**config.mk**
```make
export PLATFORM = sky130hd
export DESIGN_NAME = lcd_text_arbiter_flat
export DESIGN_NICKNAME = d
export VERILOG_FILES = /design/src/rtl/lcd_text_arbiter_if.sv /design/src/rtl/lcd_text_arbiter.sv /design/src/flat_wrapper.sv
export SDC_FILE = /design/constraint.sdc
export NUM_CORES = 1
export LEC_CHECK = 0
export BUFFER_PORTS_ARGS = -buffer_cell sky130_fd_sc_hd__buf_2
export CORE_AREA = 10 10 493 495
export DETAILED_ROUTE_END_ITERATION = 10
export DIE_AREA = 0 0 503 505
export MAX_ROUTING_LAYER = met4
export PLACE_DENSITY_LB_ADDON = 0.15
export RECOVER_POWER = 25
export SETUP_SLACK_MARGIN = 0.2
export SYNTH_ARGS = -nofsm -noshare
export SYNTH_HDL_FRONTEND = slang
export SYNTH_SLANG_ARGS = --single-unit
```
**constraint.sdc**
```tcl
create_clock -name clk -period 2.8 [get_ports clk]
set_input_delay 0.14 -clock clk [delete_from_list [all_inputs] [get_ports clk]]
set_output_delay 0.14 -clock clk [all_outputs]
set_load 0.01 [all_outputs]
```
**src/rtl/lcd_text_arbiter_if.sv**
```systemverilog
// ----------------------------------------------------------------------------
// lcd_text_arbiter_if
//   Bundles the signals between the text sources / LCD row driver and the
//   lcd_text_arbiter.
//
//   Handshake: each source holds its req level for as long as its text should
//   be shown. The row driver raises frame_done after the last character of
//   row 2. The rising edge of frame_done is the only point where the arbiter
//   samples req and updates gnt/owner/rows, so no further valid/ready pairing
//   is needed.
//
//   Signals
//     req          source -> arb   level request per source
//     row1_in      source -> arb   row-1 text, source i at [i*128 +: 128]
//     row2_in      source -> arb   row-2 text, source i at [i*128 +: 128]
//     frame_done   driver -> arb   high after the last char of row 2 is written
//     gnt          arb -> source   one-hot grant, zero when idle
//     owner_valid  arb -> driver   an owner is granted
//     owner_id     arb -> driver   index of the current owner (0 when idle)
//     row_1/row_2  arb -> driver   text to display
//   Modports: master (sources/driver side), slave (arbiter side).
// ----------------------------------------------------------------------------
interface lcd_text_arbiter_if #(
    parameter int NUM_REQ = 4
);
    localparam int ID_W = $clog2(NUM_REQ);

    logic [NUM_REQ-1:0]     req;
    logic [NUM_REQ*128-1:0] row1_in;
    logic [NUM_REQ*128-1:0] row2_in;
    logic                   frame_done;
    logic [NUM_REQ-1:0]     gnt;
    logic                   owner_valid;
    logic [ID_W-1:0]        owner_id;
    logic [127:0]           row_1;
    logic [127:0]           row_2;

    modport master (
        output req, row1_in, row2_in, frame_done,
        input  gnt, owner_valid, owner_id, row_1, row_2
    );

    modport slave (
        input  req, row1_in, row2_in, frame_done,
        output gnt, owner_valid, owner_id, row_1, row_2
    );
endinterface

```
**src/rtl/lcd_text_arbiter.sv**
```systemverilog
// ----------------------------------------------------------------------------
// lcd_text_arbiter
//   Shares a 16x2 character LCD between NUM_REQ text sources. One owner at a
//   time drives the row driver; ownership only changes on a frame boundary
//   (rising edge of frame_done), so a displayed frame never mixes sources.
//   Round-robin among requesters, with a minimum hold of HOLD_FRAMES frames
//   while others wait.
//
//   Optional feature macro: LCD_ARB_PRIO_EN
//     defined     : source 0 preempts any other owner on the next frame
//                   boundary and, once owner, never rotates out while req[0]=1.
//     not defined : pure round-robin, all sources equal.
//
//   Ports
//     clk             clock
//     rst_n           asynchronous active-low reset
//     bus             lcd_text_arbiter_if.slave (req, rows in, frame_done,
//                     gnt, owner_valid, owner_id, row_1, row_2)
//     o_dbg_state     current FSM state (0 = IDLE, 1 = OWN)
//     o_dbg_hold_cnt  frames the current owner has held the LCD
// ----------------------------------------------------------------------------
module lcd_text_arbiter #(
    parameter int         NUM_REQ     = 4,
    parameter int         HOLD_FRAMES = 8,
    parameter logic [7:0] BLANK_CHAR  = 8'h20
) (
    input  logic                                 clk,
    input  logic                                 rst_n,
    lcd_text_arbiter_if.slave                    bus,
    output logic                                 o_dbg_state,
    output logic [$clog2(HOLD_FRAMES+1)-1:0]     o_dbg_hold_cnt
);
    localparam int ID_W = $clog2(NUM_REQ);
    localparam int HC_W = $clog2(HOLD_FRAMES + 1);
    localparam logic [127:0] BLANK_ROW = {16{BLANK_CHAR}};

    typedef enum logic [0:0] {
        ST_IDLE = 1'b0,
        ST_OWN  = 1'b1
    } state_t;

    state_t             r_state;
    logic               r_fd_d;
    logic [HC_W-1:0]    r_hold_cnt;
    logic [ID_W-1:0]    r_last_owner;
    logic [ID_W-1:0]    r_owner_id;
    logic [NUM_REQ-1:0] r_gnt;
    logic               r_owner_valid;
    logic [127:0]       r_row_1;
    logic [127:0]       r_row_2;

    logic               w_fe;
    logic               w_excl;
    logic               w_hit;
    logic [ID_W-1:0]    w_hit_id;
    logic               w_owner_req;
    logic               w_hold_done;
    logic               w_take_new;
    logic               w_go_idle;
    logic [ID_W-1:0]    w_new_id;
    logic [127:0]       w_row1 [NUM_REQ];
    logic [127:0]       w_row2 [NUM_REQ];

    // A level held for several cycles counts as one frame event.
    assign w_fe = bus.frame_done & ~r_fd_d;

    for (genvar g = 0; g < NUM_REQ; g++) begin : g_rows
        assign w_row1[g] = bus.row1_in[g*128 +: 128];
        assign w_row2[g] = bus.row2_in[g*128 +: 128];
    end

    // Round-robin search: starts at last_owner+1 and wraps, so last_owner is
    // the final candidate. While an owner exists it is excluded, which makes
    // the same search serve both "owner dropped" and "rotate after hold".
    always_comb begin
        logic [ID_W:0] w_sum;
        logic [ID_W-1:0] w_idx;
        w_excl   = (r_state == ST_OWN);
        w_hit    = 1'b0;
        w_hit_id = '0;
        w_sum    = '0;
        w_idx    = '0;
        for (int k = 1; k <= NUM_REQ; k++) begin
            w_sum = {1'b0, r_last_owner} + (ID_W+1)'(k);
            if (w_sum >= (ID_W+1)'(NUM_REQ)) begin
                w_sum = w_sum - (ID_W+1)'(NUM_REQ);
            end
            w_idx = w_sum[ID_W-1:0];
            if (!w_hit && bus.req[w_idx] && !(w_excl && (w_idx == r_owner_id))) begin
                w_hit    = 1'b1;
                w_hit_id = w_idx;
            end
        end
    end

    // Next-owner decision for the current frame event. Neither take_new nor
    // go_idle means the current owner keeps the LCD.
    always_comb begin
        w_owner_req = bus.req[r_owner_id];
        w_hold_done = (r_hold_cnt >= HC_W'(HOLD_FRAMES));
        w_take_new  = 1'b0;
        w_go_idle   = 1'b0;
        w_new_id    = w_hit_id;
        case (r_state)
            ST_IDLE: begin
                if (w_hit) w_take_new = 1'b1;
                else       w_go_idle  = 1'b1;
            end
            ST_OWN: begin
                if (!w_owner_req) begin
                    if (w_hit) w_take_new = 1'b1;
                    else       w_go_idle  = 1'b1;
                end else if (w_hold_done && w_hit) begin
                    w_take_new = 1'b1;
                end
            end
            default: w_go_idle = 1'b1;
        endcase
`ifdef LCD_ARB_PRIO_EN
        if (bus.req[0]) begin
            if (r_state == ST_IDLE || r_owner_id != '0) begin
                w_take_new = 1'b1;
                w_go_idle  = 1'b0;
                w_new_id   = '0;
            end else begin
                // Source 0 already owns: it never rotates out while requesting.
                w_take_new = 1'b0;
                w_go_idle  = 1'b0;
            end
        end
`endif
    end

    always_ff @(posedge clk or negedge rst_n) begin
        if (!rst_n) begin
            r_state       <= ST_IDLE;
            r_fd_d        <= 1'b0;
            r_hold_cnt    <= '0;
            r_last_owner  <= ID_W'(NUM_REQ - 1);
            r_owner_id    <= '0;
            r_gnt         <= '0;
            r_owner_valid <= 1'b0;
            r_row_1       <= BLANK_ROW;
            r_row_2       <= BLANK_ROW;
        end else begin
            r_fd_d <= bus.frame_done;
            if (w_fe) begin
                if (w_take_new) begin
                    r_state       <= ST_OWN;
                    r_owner_id    <= w_new_id;
                    r_last_owner  <= w_new_id;
                    r_gnt         <= NUM_REQ'(1) << w_new_id;
                    r_owner_valid <= 1'b1;
                    r_hold_cnt    <= HC_W'(1);
                    r_row_1       <= w_row1[w_new_id];
                    r_row_2       <= w_row2[w_new_id];
                end else if (w_go_idle) begin
                    r_state       <= ST_IDLE;
                    r_owner_id    <= '0;
                    r_gnt         <= '0;
                    r_owner_valid <= 1'b0;
                    r_hold_cnt    <= '0;
                    r_row_1       <= BLANK_ROW;
                    r_row_2       <= BLANK_ROW;
                end else begin
                    // Keep owner; count saturates at HOLD_FRAMES.
                    if (!w_hold_done) r_hold_cnt <= r_hold_cnt + HC_W'(1);
                    r_row_1 <= w_row1[r_owner_id];
                    r_row_2 <= w_row2[r_owner_id];
                end
            end
        end
    end

    assign bus.gnt         = r_gnt;
    assign bus.owner_valid = r_owner_valid;
    assign bus.owner_id    = r_owner_id;
    assign bus.row_1       = r_row_1;
    assign bus.row_2       = r_row_2;
    assign o_dbg_state     = r_state;
    assign o_dbg_hold_cnt  = r_hold_cnt;
endmodule

```
**src/flat_wrapper.sv**
```systemverilog
// flat-port wrapper written by rule: the top's interface ports become plain ports
module lcd_text_arbiter_flat 
#(
    parameter int         NUM_REQ     = 4,
    parameter int         HOLD_FRAMES = 8,
    parameter logic [7:0] BLANK_CHAR  = 8'h20
)
  (clk, rst_n, o_dbg_state, o_dbg_hold_cnt, bus_req, bus_row1_in, bus_row2_in, bus_frame_done, bus_gnt, bus_owner_valid, bus_owner_id, bus_row_1, bus_row_2);
  lcd_text_arbiter_if #(.NUM_REQ(NUM_REQ)) bus_i ();
  input  logic clk;
  input  logic rst_n;
  output logic o_dbg_state;
  output logic [$clog2(HOLD_FRAMES+1)-1:0] o_dbg_hold_cnt;
  input wire logic [$bits(bus_i.req)-1:0] bus_req;
  input wire logic [$bits(bus_i.row1_in)-1:0] bus_row1_in;
  input wire logic [$bits(bus_i.row2_in)-1:0] bus_row2_in;
  input wire logic [$bits(bus_i.frame_done)-1:0] bus_frame_done;
  output wire logic [$bits(bus_i.gnt)-1:0] bus_gnt;
  output wire logic [$bits(bus_i.owner_valid)-1:0] bus_owner_valid;
  output wire logic [$bits(bus_i.owner_id)-1:0] bus_owner_id;
  output wire logic [$bits(bus_i.row_1)-1:0] bus_row_1;
  output wire logic [$bits(bus_i.row_2)-1:0] bus_row_2;
  assign bus_i.req = bus_req;
  assign bus_i.row1_in = bus_row1_in;
  assign bus_i.row2_in = bus_row2_in;
  assign bus_i.frame_done = bus_frame_done;
  assign bus_gnt = bus_i.gnt;
  assign bus_owner_valid = bus_i.owner_valid;
  assign bus_owner_id = bus_i.owner_id;
  assign bus_row_1 = bus_i.row_1;
  assign bus_row_2 = bus_i.row_2;
  lcd_text_arbiter #(.NUM_REQ(NUM_REQ), .HOLD_FRAMES(HOLD_FRAMES), .BLANK_CHAR(BLANK_CHAR)) u_core (.clk(clk), .rst_n(rst_n), .bus(bus_i), .o_dbg_state(o_dbg_state), .o_dbg_hold_cnt(o_dbg_hold_cnt));
endmodule
```
==> results of run 1 <==
-- how the worst max path moves through the flow --
stage	startpoint	end	slack, ns
2_1_floorplan	u_core.r_last_owner[1]	u_core.bus.row_1[101]	0.09
3_3_place_gp	u_core.r_last_owner[1]	u_core.bus.row_1[117]	-0.58
3_5_place_dp	u_core.r_last_owner[1]	u_core.bus.row_1[67]	-0.57
4_1_cts	u_core.r_last_owner[0]	u_core.bus.row_1[123]	-0.32
5_1_grt	u_core.r_last_owner[1]	u_core.bus.row_2[119]	-0.41
6_report	u_core.r_last_owner[0]	u_core.bus.row_1[123]	-0.33
-- state kept, by name (all words and copies together) (netlist names) --
register	flops
u_core.r_last_owner	2
u_core.o_dbg_hold_cnt	4
u_core.r_fd_d	1
u_core.bus.row_2	128
u_core.bus.row_1	128
u_core.bus.gnt	4
u_core.bus.owner_valid	1
u_core.bus.owner_id	2
-- cell type report --
class,instances,area (µm²)
fillers,24900,175000
multi-input cells,2611,22800
repair buffers,2696,21600
flip-flops and latches,270,6810
well taps,3043,3810
clock buffers,74,1480
diodes,102,255
clock inverters,11,105
inverters,7,31.3
-- what timing repair did --
action	4_1_cts	5_1_grt
buffers inserted	33	15
hold buffers	965	0
cloned	9	22
endpoints found under the hold margin	296	0
endpoints found under the setup margin	267	268
pin swaps	25	89
resized for setup	132	154
-- power breakdown --
part           internal (mW)  leakage, nW  switching (mW)  total (mW)
sequential              5.97         3.31            1.58        7.56
clock                   3.77        0.794            2.63        6.40
combinational           21.0         18.6            28.7        49.7
-- cells by family after synthesis --
group | count (synthesis) | synth area share [%]
simple gates | 913 | 15.4
buf+inv | 433 | 5.85
xor+xnor | 4 | 0.140
mux | 465 | 26.1
flops | 270 | 22.4
fa+ha+maj | 2 | 0.0823
compound gates | 1227 | 30.1
-- worst max-delay path, cell delays in order, from the launching register on --
cell	delay (ns)
sky130_fd_sc_hd__dfstp_4	0.64
sky130_fd_sc_hd__mux4_2	0.54
sky130_fd_sc_hd__o31a_1	0.14
sky130_fd_sc_hd__a2111o_1	0.34
sky130_fd_sc_hd__buf_6	0.14
sky130_fd_sc_hd__a31oi_4	0.22
sky130_fd_sc_hd__buf_12	0.15
sky130_fd_sc_hd__nor2_4	0.04
sky130_fd_sc_hd__buf_12	0.15
sky130_fd_sc_hd__buf_12	0.24
sky130_fd_sc_hd__o2111ai_1	0.15
sky130_fd_sc_hd__o211ai_1	0.12
-- stage by stage --
step	hold slack [ns]	utilization (%)	TNS, ns	instance area, µm²	std cells
final	0.0770	24.5	-58.68	56900	8814
after CTS	0.00309	23.8	-60.03	55400	8675
after global placement	0.260	18.5	-93.47	42900	7583
after floorplan	-0.156	-	0	30600	3314
after detailed placement	0.268	18.5	-95.07	42900	7583
after global routing	0.0566	24.5	-100.69	56900	8807
-- cell usage in the layout, fill, tap and decap left out, types with 102 or more instances in the layout --
cell,netlist,layout
sky130_fd_sc_hd__buf_2,63,1297
sky130_fd_sc_hd__dlygate4sd3_1,0,965
sky130_fd_sc_hd__mux4_2,258,258
sky130_fd_sc_hd__buf_4,4,244
sky130_fd_sc_hd__dfrtp_1,236,234
sky130_fd_sc_hd__a22oi_1,210,210
sky130_fd_sc_hd__o21ai_0,216,202
sky130_fd_sc_hd__nor3_1,189,185
sky130_fd_sc_hd__mux2i_1,173,157
sky130_fd_sc_hd__nand2b_1,152,151
sky130_fd_sc_hd__nor2_1,156,151
sky130_fd_sc_hd__o211ai_1,150,150
sky130_fd_sc_hd__o221ai_1,119,118
sky130_fd_sc_hd__diode_2,0,102
sky130_fd_sc_hd__o2111ai_1,149,102
-- per-layer routing --
metal	wire, µm	up-vias
met5	0	-
met2	133000	2089
met1	109000	21800
li1	-	18500
met3	18000	301
met4	8150	0
==> impl_table.tex, run 1 <==
\begin{tabular}{lr}
\hline
Metric & Value \\
\hline
\multicolumn{2}{l}{\textbf{Min path}} \\
\quad Min-Delay Endpoint & u\_core.bus.row\_1[117] \\
\quad Beginning of the worst hold path & bus\_row1\_in[501] \\
\quad Hold Path Class & input pin to flop \\
\quad Min-Delay Path Depth & 4 \\
\multicolumn{2}{l}{\textbf{Power and ir drop}} \\
\quad Worst voltage drop across the vdd grid & 0.000735 V \\
\quad Lkg Pwr & 22.7 nW \\
\quad Pwr Total & 63.7 mW \\
\quad Pwr per Cell Area & 1120 nW/µm² \\
\multicolumn{2}{l}{\textbf{Detailed routing}} \\
\quad Routed Wire Length & 268000 µm \\
\quad Count of nets left with antenna violations after detail routing & 0 \\
\quad Vias per cell & 4.83 \\
\quad DRC violations left & 0 \\
\quad Total via count after detailed routing & 42600 \\
\quad Starting DRT DRC Count & 3883 \\
\quad Final routed wire length divided by cell count & 30.4 µm \\
\quad Initial DRT Pass Iterations & 5 \\
\multicolumn{2}{l}{\textbf{Clocking}} \\
\quad Clock net sink count & 270 \\
\quad TritonCTS Buffers & 47 \\
\quad Number of levels the H-tree was split into & 2 \\
\quad CTS tree & done \\
\quad CTS Buffer Depth & 3 \\
\quad Cell at the root of the clock tree & sky130\_fd\_sc\_hd\_\_clkbuf\_16 \\
\quad Later-pin clock latency in the skew report & 0.64 ns \\
\quad Clock edge transition at the registers on the reported setup and hold paths & 0.05 ns \\
\multicolumn{2}{l}{\textbf{Cells and area}} \\
\quad Area added between synthesis and finish & 87.1\% \\
\quad Fraction of layout instances using a drive strength above 1 & 40.5\% \\
\quad Layout net count & 6666 \\
\multicolumn{2}{l}{\textbf{STA}} \\
\quad Worst-margin pin slew & 2.95 ns \\
\quad Number of slew-limit violations in the final report & 67 \\
\quad Achievable Freq & 319 MHz \\
\quad Unrepaired setup endpoints after global routing & true \\
\quad Final Worst Setup Slack & -0.333 ns \\
\quad Hold Fails Final Rpt & 0 \\
\quad Largest clock skew in the final design & 0.0194 ns \\
\quad Final number of setup-violating endpoints & 305 \\
\quad Normalized max-slew margin & -96.6\% \\
\quad Share of the cycle needed by the critical path after routing & 112\% \\
\quad Final worst path period need & 3.13 ns \\
\multicolumn{2}{l}{\textbf{Worst setup path}} \\
\quad Endpoint of the most critical register-to-register path & u\_core.bus.row\_1[123] \\
\quad Category of the most critical setup path & flop to flop \\
\quad Critical-path maximum fanout & 21 \\
\quad Register-to-register setup slack & -0.33 ns \\
\quad Arrival time of data at the critical path endpoint & 3.65 ns \\
\quad Logic depth of the worst register-to-register path & 11 \\
\quad Launch point of the worst reg-to-reg path & u\_core.r\_last\_owner[0] \\
\quad Crit end category & flop \\
\quad Data required time of the worst path & 3.31 ns \\
\quad Startpoint types & flop \\
\multicolumn{2}{l}{\textbf{Synthesis}} \\
\quad Yosys warnings & 0 \\
\quad Number of instances in the synthesized netlist & 3314 \\
\quad Net count after synthesis & 4347 \\
\quad Dominant synthesized flop cell & sky130\_fd\_sc\_hd\_\_dfrtp\_1 \\
\quad Post-synth EDFFs & 0 \\
\quad Top area cells in the synthesized netlist & sky130\_fd\_sc\_hd\_\_dfrtp\_1 (19\%), sky130\_fd\_sc\_hd\_\_mux4\_2 (19\%), sky130\_fd\_sc\_hd\_\_mux2i\_1 (5.7\%), sky130\_fd\_sc\_hd\_\_a22oi\_1 (5.2\%), sky130\_fd\_sc\_hd\_\_o2111ai\_1 (4.3\%) \\
\quad Area of the mapped netlist & 30400 µm² \\
\quad Count leader, synth & sky130\_fd\_sc\_hd\_\_clkbuf\_1 \\
\quad Number of register bits inferred by synthesis & 270 \\
\quad Seq/Total Area, Yosys & 22.4\% \\
\quad Most used standard cells in the synthesized netlist & sky130\_fd\_sc\_hd\_\_clkbuf\_1 (329), sky130\_fd\_sc\_hd\_\_mux4\_2 (258), sky130\_fd\_sc\_hd\_\_dfrtp\_1 (236), sky130\_fd\_sc\_hd\_\_o21ai\_0 (216), sky130\_fd\_sc\_hd\_\_a22oi\_1 (210) \\
\quad Average size of a mapped cell & 9.17 µm² \\
\quad Post-synth ARST share & 100\% \\
\quad Leading area contributor after synthesis & sky130\_fd\_sc\_hd\_\_dfrtp\_1 \\
\quad Post-synth cell types & 65 \\
\quad Share of the synthesized area in the top cell type & 19.4\% \\
\multicolumn{2}{l}{\textbf{Run}} \\
\quad Number of maximum-capacitance constraint violations & 1 \\
\multicolumn{2}{l}{\textbf{Global routing}} \\
\quad Number of global-route vias before repair & 44200 \\
\quad Met1 layer usage reported by global route & 23.9\% \\
\quad Met3 Resource Use GR & 3.69\% \\
\quad Global route overflow & 0 \\
\quad M2 GR Usage & 33.9\% \\
\quad Most used routing layer in global routing & met2 \\
\quad GRT Overall Usage & 19.9\% \\
\quad Antenna violations before repair & 111 \\
\quad Maximum number of pins on one net before global-route repair & 152 \\
\quad First-pass GRT wire length & 360000 µm \\
\multicolumn{2}{l}{\textbf{Die}} \\
\quad Boundary pin count & 1299 \\
\quad Chip height & 505 µm \\
\quad Starting Density & 13.1\% \\
\quad Core Box Area & 232000 µm² \\
\quad Row cnt & 177 \\
\quad Overall die width & 503 µm \\
\quad Die outline area & 254000 µm² \\
\multicolumn{2}{l}{\textbf{Placed design}} \\
\quad Final weighted congestion in routability-driven placement & 0.882 \\
\quad Count of port buffers added during placement & 1298 \\
\quad Post-place setup slack & -0.567 ns \\
\quad DP Wirelength & 197000 µm \\
\multicolumn{2}{l}{\textbf{Status}} \\
\quad Outcome & finished with violations \\
\quad Violated checks & capacitance limit, slew limit, setup timing \\
\hline
\end{tabular}
No activity file was read; power rests on OpenSTA's default activity.
==> inputs of run 2 (changes only) <==
--- a/config.mk
+++ b/config.mk
@@ -5,10 +5,10 @@
 export SDC_FILE = /design/constraint.sdc
 export NUM_CORES = 1
 export LEC_CHECK = 0
-export BUFFER_PORTS_ARGS = -buffer_cell sky130_fd_sc_hd__buf_2
-export CORE_AREA = 10 10 493 495
+export CORE_AREA = 2 2 499 501
 export DETAILED_ROUTE_END_ITERATION = 10
-export DIE_AREA = 0 0 503 505
+export DIE_AREA = 0 0 501 503
+export DONT_BUFFER_PORTS = 1
 export MAX_ROUTING_LAYER = met4
 export PLACE_DENSITY_LB_ADDON = 0.15
 export RECOVER_POWER = 25
==> run 2 against run 1 <==
The run ends with hold timing, setup timing left; maximum frequency shrank 1.3%; clock power grew 2%; sequential power is 36% higher; first-iteration DRC count fell by 9.3%; global-route usage down 0.83 points; register-to-register slack got worse by 0.04 ns; combinational power fell by 4.2%; critical endpoint is now u_core.bus.row_2[76]; largest cell class unchanged.
==> impl_table.tex, run 2 (same netlist as run 1, synthesis figures left out) <==
\begin{tabular}{lr}
\hline
Metric & Value \\
\hline
\multicolumn{2}{l}{\textbf{Global routing}} \\
\quad Antenna violations before repair & 99 (was 111) \\
\quad Number of global-route vias before repair & 38500 (was 44200) \\
\quad First-pass GRT wire length & 331000 µm (was 360000 µm) \\
\quad GRT Overall Usage & 19.0\% (was 19.9\%) \\
\quad Maximum number of pins on one net before global-route repair & 271 (was 152) \\
\quad Global route overflow & 0 (unchanged) \\
\multicolumn{2}{l}{\textbf{Die}} \\
\quad Row cnt & 183 (was 177) \\
\quad Die outline area & 252000 µm² (was 254000 µm²) \\
\quad Starting Density & 12.3\% (was 13.1\%) \\
\quad Overall die width & 501 µm (was 503 µm) \\
\quad Chip height & 503 µm (was 505 µm) \\
\quad Boundary pin count & 1299 (unchanged) \\
\quad Core Box Area & 247000 µm² (was 232000 µm²) \\
\multicolumn{2}{l}{\textbf{Detailed routing}} \\
\quad Routed Wire Length & 253000 µm (was 268000 µm) \\
\quad Vias per cell & 4.87 (was 4.83) \\
\quad Total via count after detailed routing & 38300 (was 42600) \\
\quad DRC violations left & 0 (unchanged) \\
\quad Initial DRT Pass Iterations & 6 (was 5) \\
\quad Count of nets left with antenna violations after detail routing & 0 (unchanged) \\
\quad Starting DRT DRC Count & 3522 (was 3883) \\
\quad Final routed wire length divided by cell count & 32.2 µm (was 30.4 µm) \\
\multicolumn{2}{l}{\textbf{Clocking}} \\
\quad Later-pin clock latency in the skew report & 0.66 ns (was 0.64 ns) \\
\quad CTS Buffer Depth & 3 (unchanged) \\
\quad Clock edge transition at the registers on the reported setup and hold paths & 0.06 ns (was 0.05 ns) \\
\quad Clock net sink count & 270 (unchanged) \\
\quad Cell at the root of the clock tree & sky130\_fd\_sc\_hd\_\_clkbuf\_16 (unchanged) \\
\quad CTS tree & done (unchanged) \\
\quad TritonCTS Buffers & 46 (was 47) \\
\quad Number of levels the H-tree was split into & 2 (unchanged) \\
\multicolumn{2}{l}{\textbf{Placed design}} \\
\quad DP Wirelength & 180000 µm (was 197000 µm) \\
\quad Post-place setup slack & -0.419 ns (was -0.567 ns) \\
\quad Placed inst area & 37000 µm² (was 42900 µm²) \\
\quad Count of port buffers added during placement & 0 (was 1298) \\
\quad Final weighted congestion in routability-driven placement & 0.866 (was 0.882) \\
\quad Dpl cells & 6497 (was 7583) \\
\multicolumn{2}{l}{\textbf{STA}} \\
\quad Final Worst Setup Slack & -0.374 ns (was -0.333 ns) \\
\quad Final Hold Slack & -0.814 ns (was 0.0770 ns) \\
\quad Hold Fails Final Rpt & 270 (was 0) \\
\quad Share of the cycle needed by the critical path after routing & 113\% (was 112\%) \\
\quad Number of slew-limit violations in the final report & 0 (was 67) \\
\quad Normalized max-slew margin & 25.2\% (was -96.6\%) \\
\quad Largest clock skew in the final design & 0.0187 ns (was 0.0194 ns) \\
\quad Achievable Freq & 315 MHz (was 319 MHz) \\
\quad Unrepaired setup endpoints after global routing & true (unchanged) \\
\quad Fin Setup TNS & -72.35 ns (was -58.68 ns) \\
\quad Worst-margin pin slew & 1.12 ns (was 2.95 ns) \\
\quad Final worst path period need & 3.17 ns (was 3.13 ns) \\
\quad Final number of setup-violating endpoints & 261 (was 305) \\
\multicolumn{2}{l}{\textbf{Power and ir drop}} \\
\quad Lkg Pwr & 18.6 nW (was 22.7 nW) \\
\quad Pwr Total & 64.5 mW (was 63.7 mW) \\
\quad Worst voltage drop across the vdd grid & 0.000741 V (was 0.000735 V) \\
\quad Pwr per Cell Area & 1210 nW/µm² (was 1120 nW/µm²) \\
\multicolumn{2}{l}{\textbf{Worst setup path}} \\
\quad Launch point of the critical path & u\_core.r\_last\_owner[1] (was u\_core.r\_last\_owner[0]) \\
\quad Critical-path cell list & buf\_12, xnor2\_4, mux2i\_4, a221o\_4, a211o\_4, buf\_8, nor4\_4, buf\_12, buf\_16, buf\_12, buf\_12, nand2\_2, nand4\_1 (was mux4\_2, o31a\_1, a2111o\_1, buf\_6, a31oi\_4, buf\_12, nor2\_4, buf\_12, buf\_12, o2111ai\_1, o211ai\_1) \\
\quad Critical-path maximum fanout & 7 (was 21) \\
\quad Slowest-stage cell, CP & sky130\_fd\_sc\_hd\_\_dfstp\_2 (was sky130\_fd\_sc\_hd\_\_dfstp\_4) \\
\quad CP Buf/Inv Count & 6 (was 4) \\
\quad Arrival time of data at the critical path endpoint & 3.75 ns (was 3.65 ns) \\
\quad Biggest cell delay along the critical path & 0.62 ns (was 0.64 ns) \\
\quad Data required time of the worst path & 3.38 ns (was 3.31 ns) \\
\quad Logic depth of the worst register-to-register path & 13 (was 11) \\
\quad Category of the most critical setup path & flop to flop (unchanged) \\
\quad Startpoint types & flop (unchanged) \\
\quad Crit end category & flop (unchanged) \\
\quad Most used cell along the critical path & sky130\_fd\_sc\_hd\_\_buf\_12 (unchanged) \\
\quad Number of logic stages on the critical path including buffering & 13 (was 11) \\
\quad Crit path max-delay family & buffers and inverters (was compound AO/OA/AOI/OAI gates) \\
\quad Launch point of the worst reg-to-reg path & u\_core.r\_last\_owner[1] (was u\_core.r\_last\_owner[0]) \\
\multicolumn{2}{l}{\textbf{Cells and area}} \\
\quad Fraction of layout instances using a drive strength above 1 & 24.6\% (was 40.5\%) \\
\quad Leading cell type in the layout, fill and taps excluded & sky130\_fd\_sc\_hd\_\_dlygate4sd3\_1 (was sky130\_fd\_sc\_hd\_\_buf\_2) \\
\quad \# fillers & 26900 (was 24900) \\
\quad Post-route cell area & 53100 µm² (was 56900 µm²) \\
\quad Area added between synthesis and finish & 74.8\% (was 87.1\%) \\
\quad Layout net count & 5525 (was 6666) \\
\quad Commonest cells after routing, fill and taps aside & sky130\_fd\_sc\_hd\_\_dlygate4sd3\_1 (1027), sky130\_fd\_sc\_hd\_\_buf\_4 (261), sky130\_fd\_sc\_hd\_\_mux4\_2 (258), sky130\_fd\_sc\_hd\_\_dfrtp\_1 (234), sky130\_fd\_sc\_hd\_\_a22oi\_1 (201) (was sky130\_fd\_sc\_hd\_\_buf\_2 (1297), sky130\_fd\_sc\_hd\_\_dlygate4sd3\_1 (965), sky130\_fd\_sc\_hd\_\_mux4\_2 (258), sky130\_fd\_sc\_hd\_\_buf\_4 (244), sky130\_fd\_sc\_hd\_\_dfrtp\_1 (234)) \\
\quad Register Area & 6810 µm² (unchanged) \\
\quad Area used by multi-input combinational logic & 22900 µm² (was 22800 µm²) \\
\quad Final Non-Filler Cells & 7868 (was 8814) \\
\multicolumn{2}{l}{\textbf{Status}} \\
\quad Outcome & finished with violations (unchanged) \\
\quad Violated checks & hold timing, setup timing (was capacitance limit, slew limit, setup timing) \\
\multicolumn{2}{l}{\textbf{Run}} \\
\quad Number of maximum-capacitance constraint violations & 0 (was 1) \\
\multicolumn{2}{l}{\textbf{Min path}} \\
\quad Hold Path Class & input pin to asynchronous set/reset pin (was input pin to flop) \\
\hline
\end{tabular}
run 2: cell count changes in the layout (fill, tap and decap cells not counted), sizes merged:
cell | before | now
dlygate4sd3 | 965 | 1027
clkinv | 9 | 2
clkbuf | 107 | 95
inv | 7 | 8
bufinv | 2 | 5
buf | 1695 | 507
bufbuf | 3 | 4
run 2: area by class of cell:
| class | instances | share of cell area, % |
|---|---|---|
| clock buffer | 77 | 2.67 |
| sequential | 270 | 12.8 |
| antenna | 102 | 0.480 |
| clock inverter | 8 | 0.318 |
| timing repair buffer | 1556 | 32.9 |
| inverter | 7 | 0.0589 |
| multi-input combinational | 2611 | 43.1 |
| tap | 3237 | 7.62 |
run 2: path summary, 6_finish.rpt:
path,end,slack (ns)
min in group clk,u_core.bus.row_2[31],0.05
worst min-delay path,u_core.bus.row_1[74],-0.81
max in group asynchronous,u_core.bus.row_1[86],2.69
worst max register to register,u_core.bus.row_2[76],-0.37
worst min register to register,u_core.bus.gnt[2],0.60
worst max-delay path,u_core.bus.row_2[76],-0.37
run 2: where the power goes:
| part | switching (mW) | leakage [nW] | internal [mW] |
|---|---|---|---|
| clock | 2.66 | 0.776 | 3.88 |
| combinational | 25.9 | 14.5 | 21.7 |
| sequential | 4.37 | 3.31 | 5.96 |
| total | 33.0 | 18.6 | 31.5 |
run 2: metrics by stage:
stage                     hold slack (ns)  utilization (%)
after floorplan                    -0.156                -
after global placement             -0.148             15.0
after detailed placement           -0.148             15.0
after CTS                          -0.901             20.8
after global routing               -0.870             21.5
final                              -0.814             21.5
run 2: per-layer routing:
metal  share of wire, %  routed length, µm  GRT usage, %  vias up
met1                 39              98000          21.6    19600
li1                   -                  -             -    16200
met2                 50             127000          32.8     2086
met4                3.9               9890          6.76        0
met5                  0                  0             -        -
met3                7.3              18500          4.18      382
run 2: repair_timing:
action,CTS,global route
setup buffers,64,40
setup endpoints to repair,266,266
hold buffers,1019,8
resized for setup,237,137
pin swaps,109,121
gates cloned,34,19
hold endpoints to repair,529,272
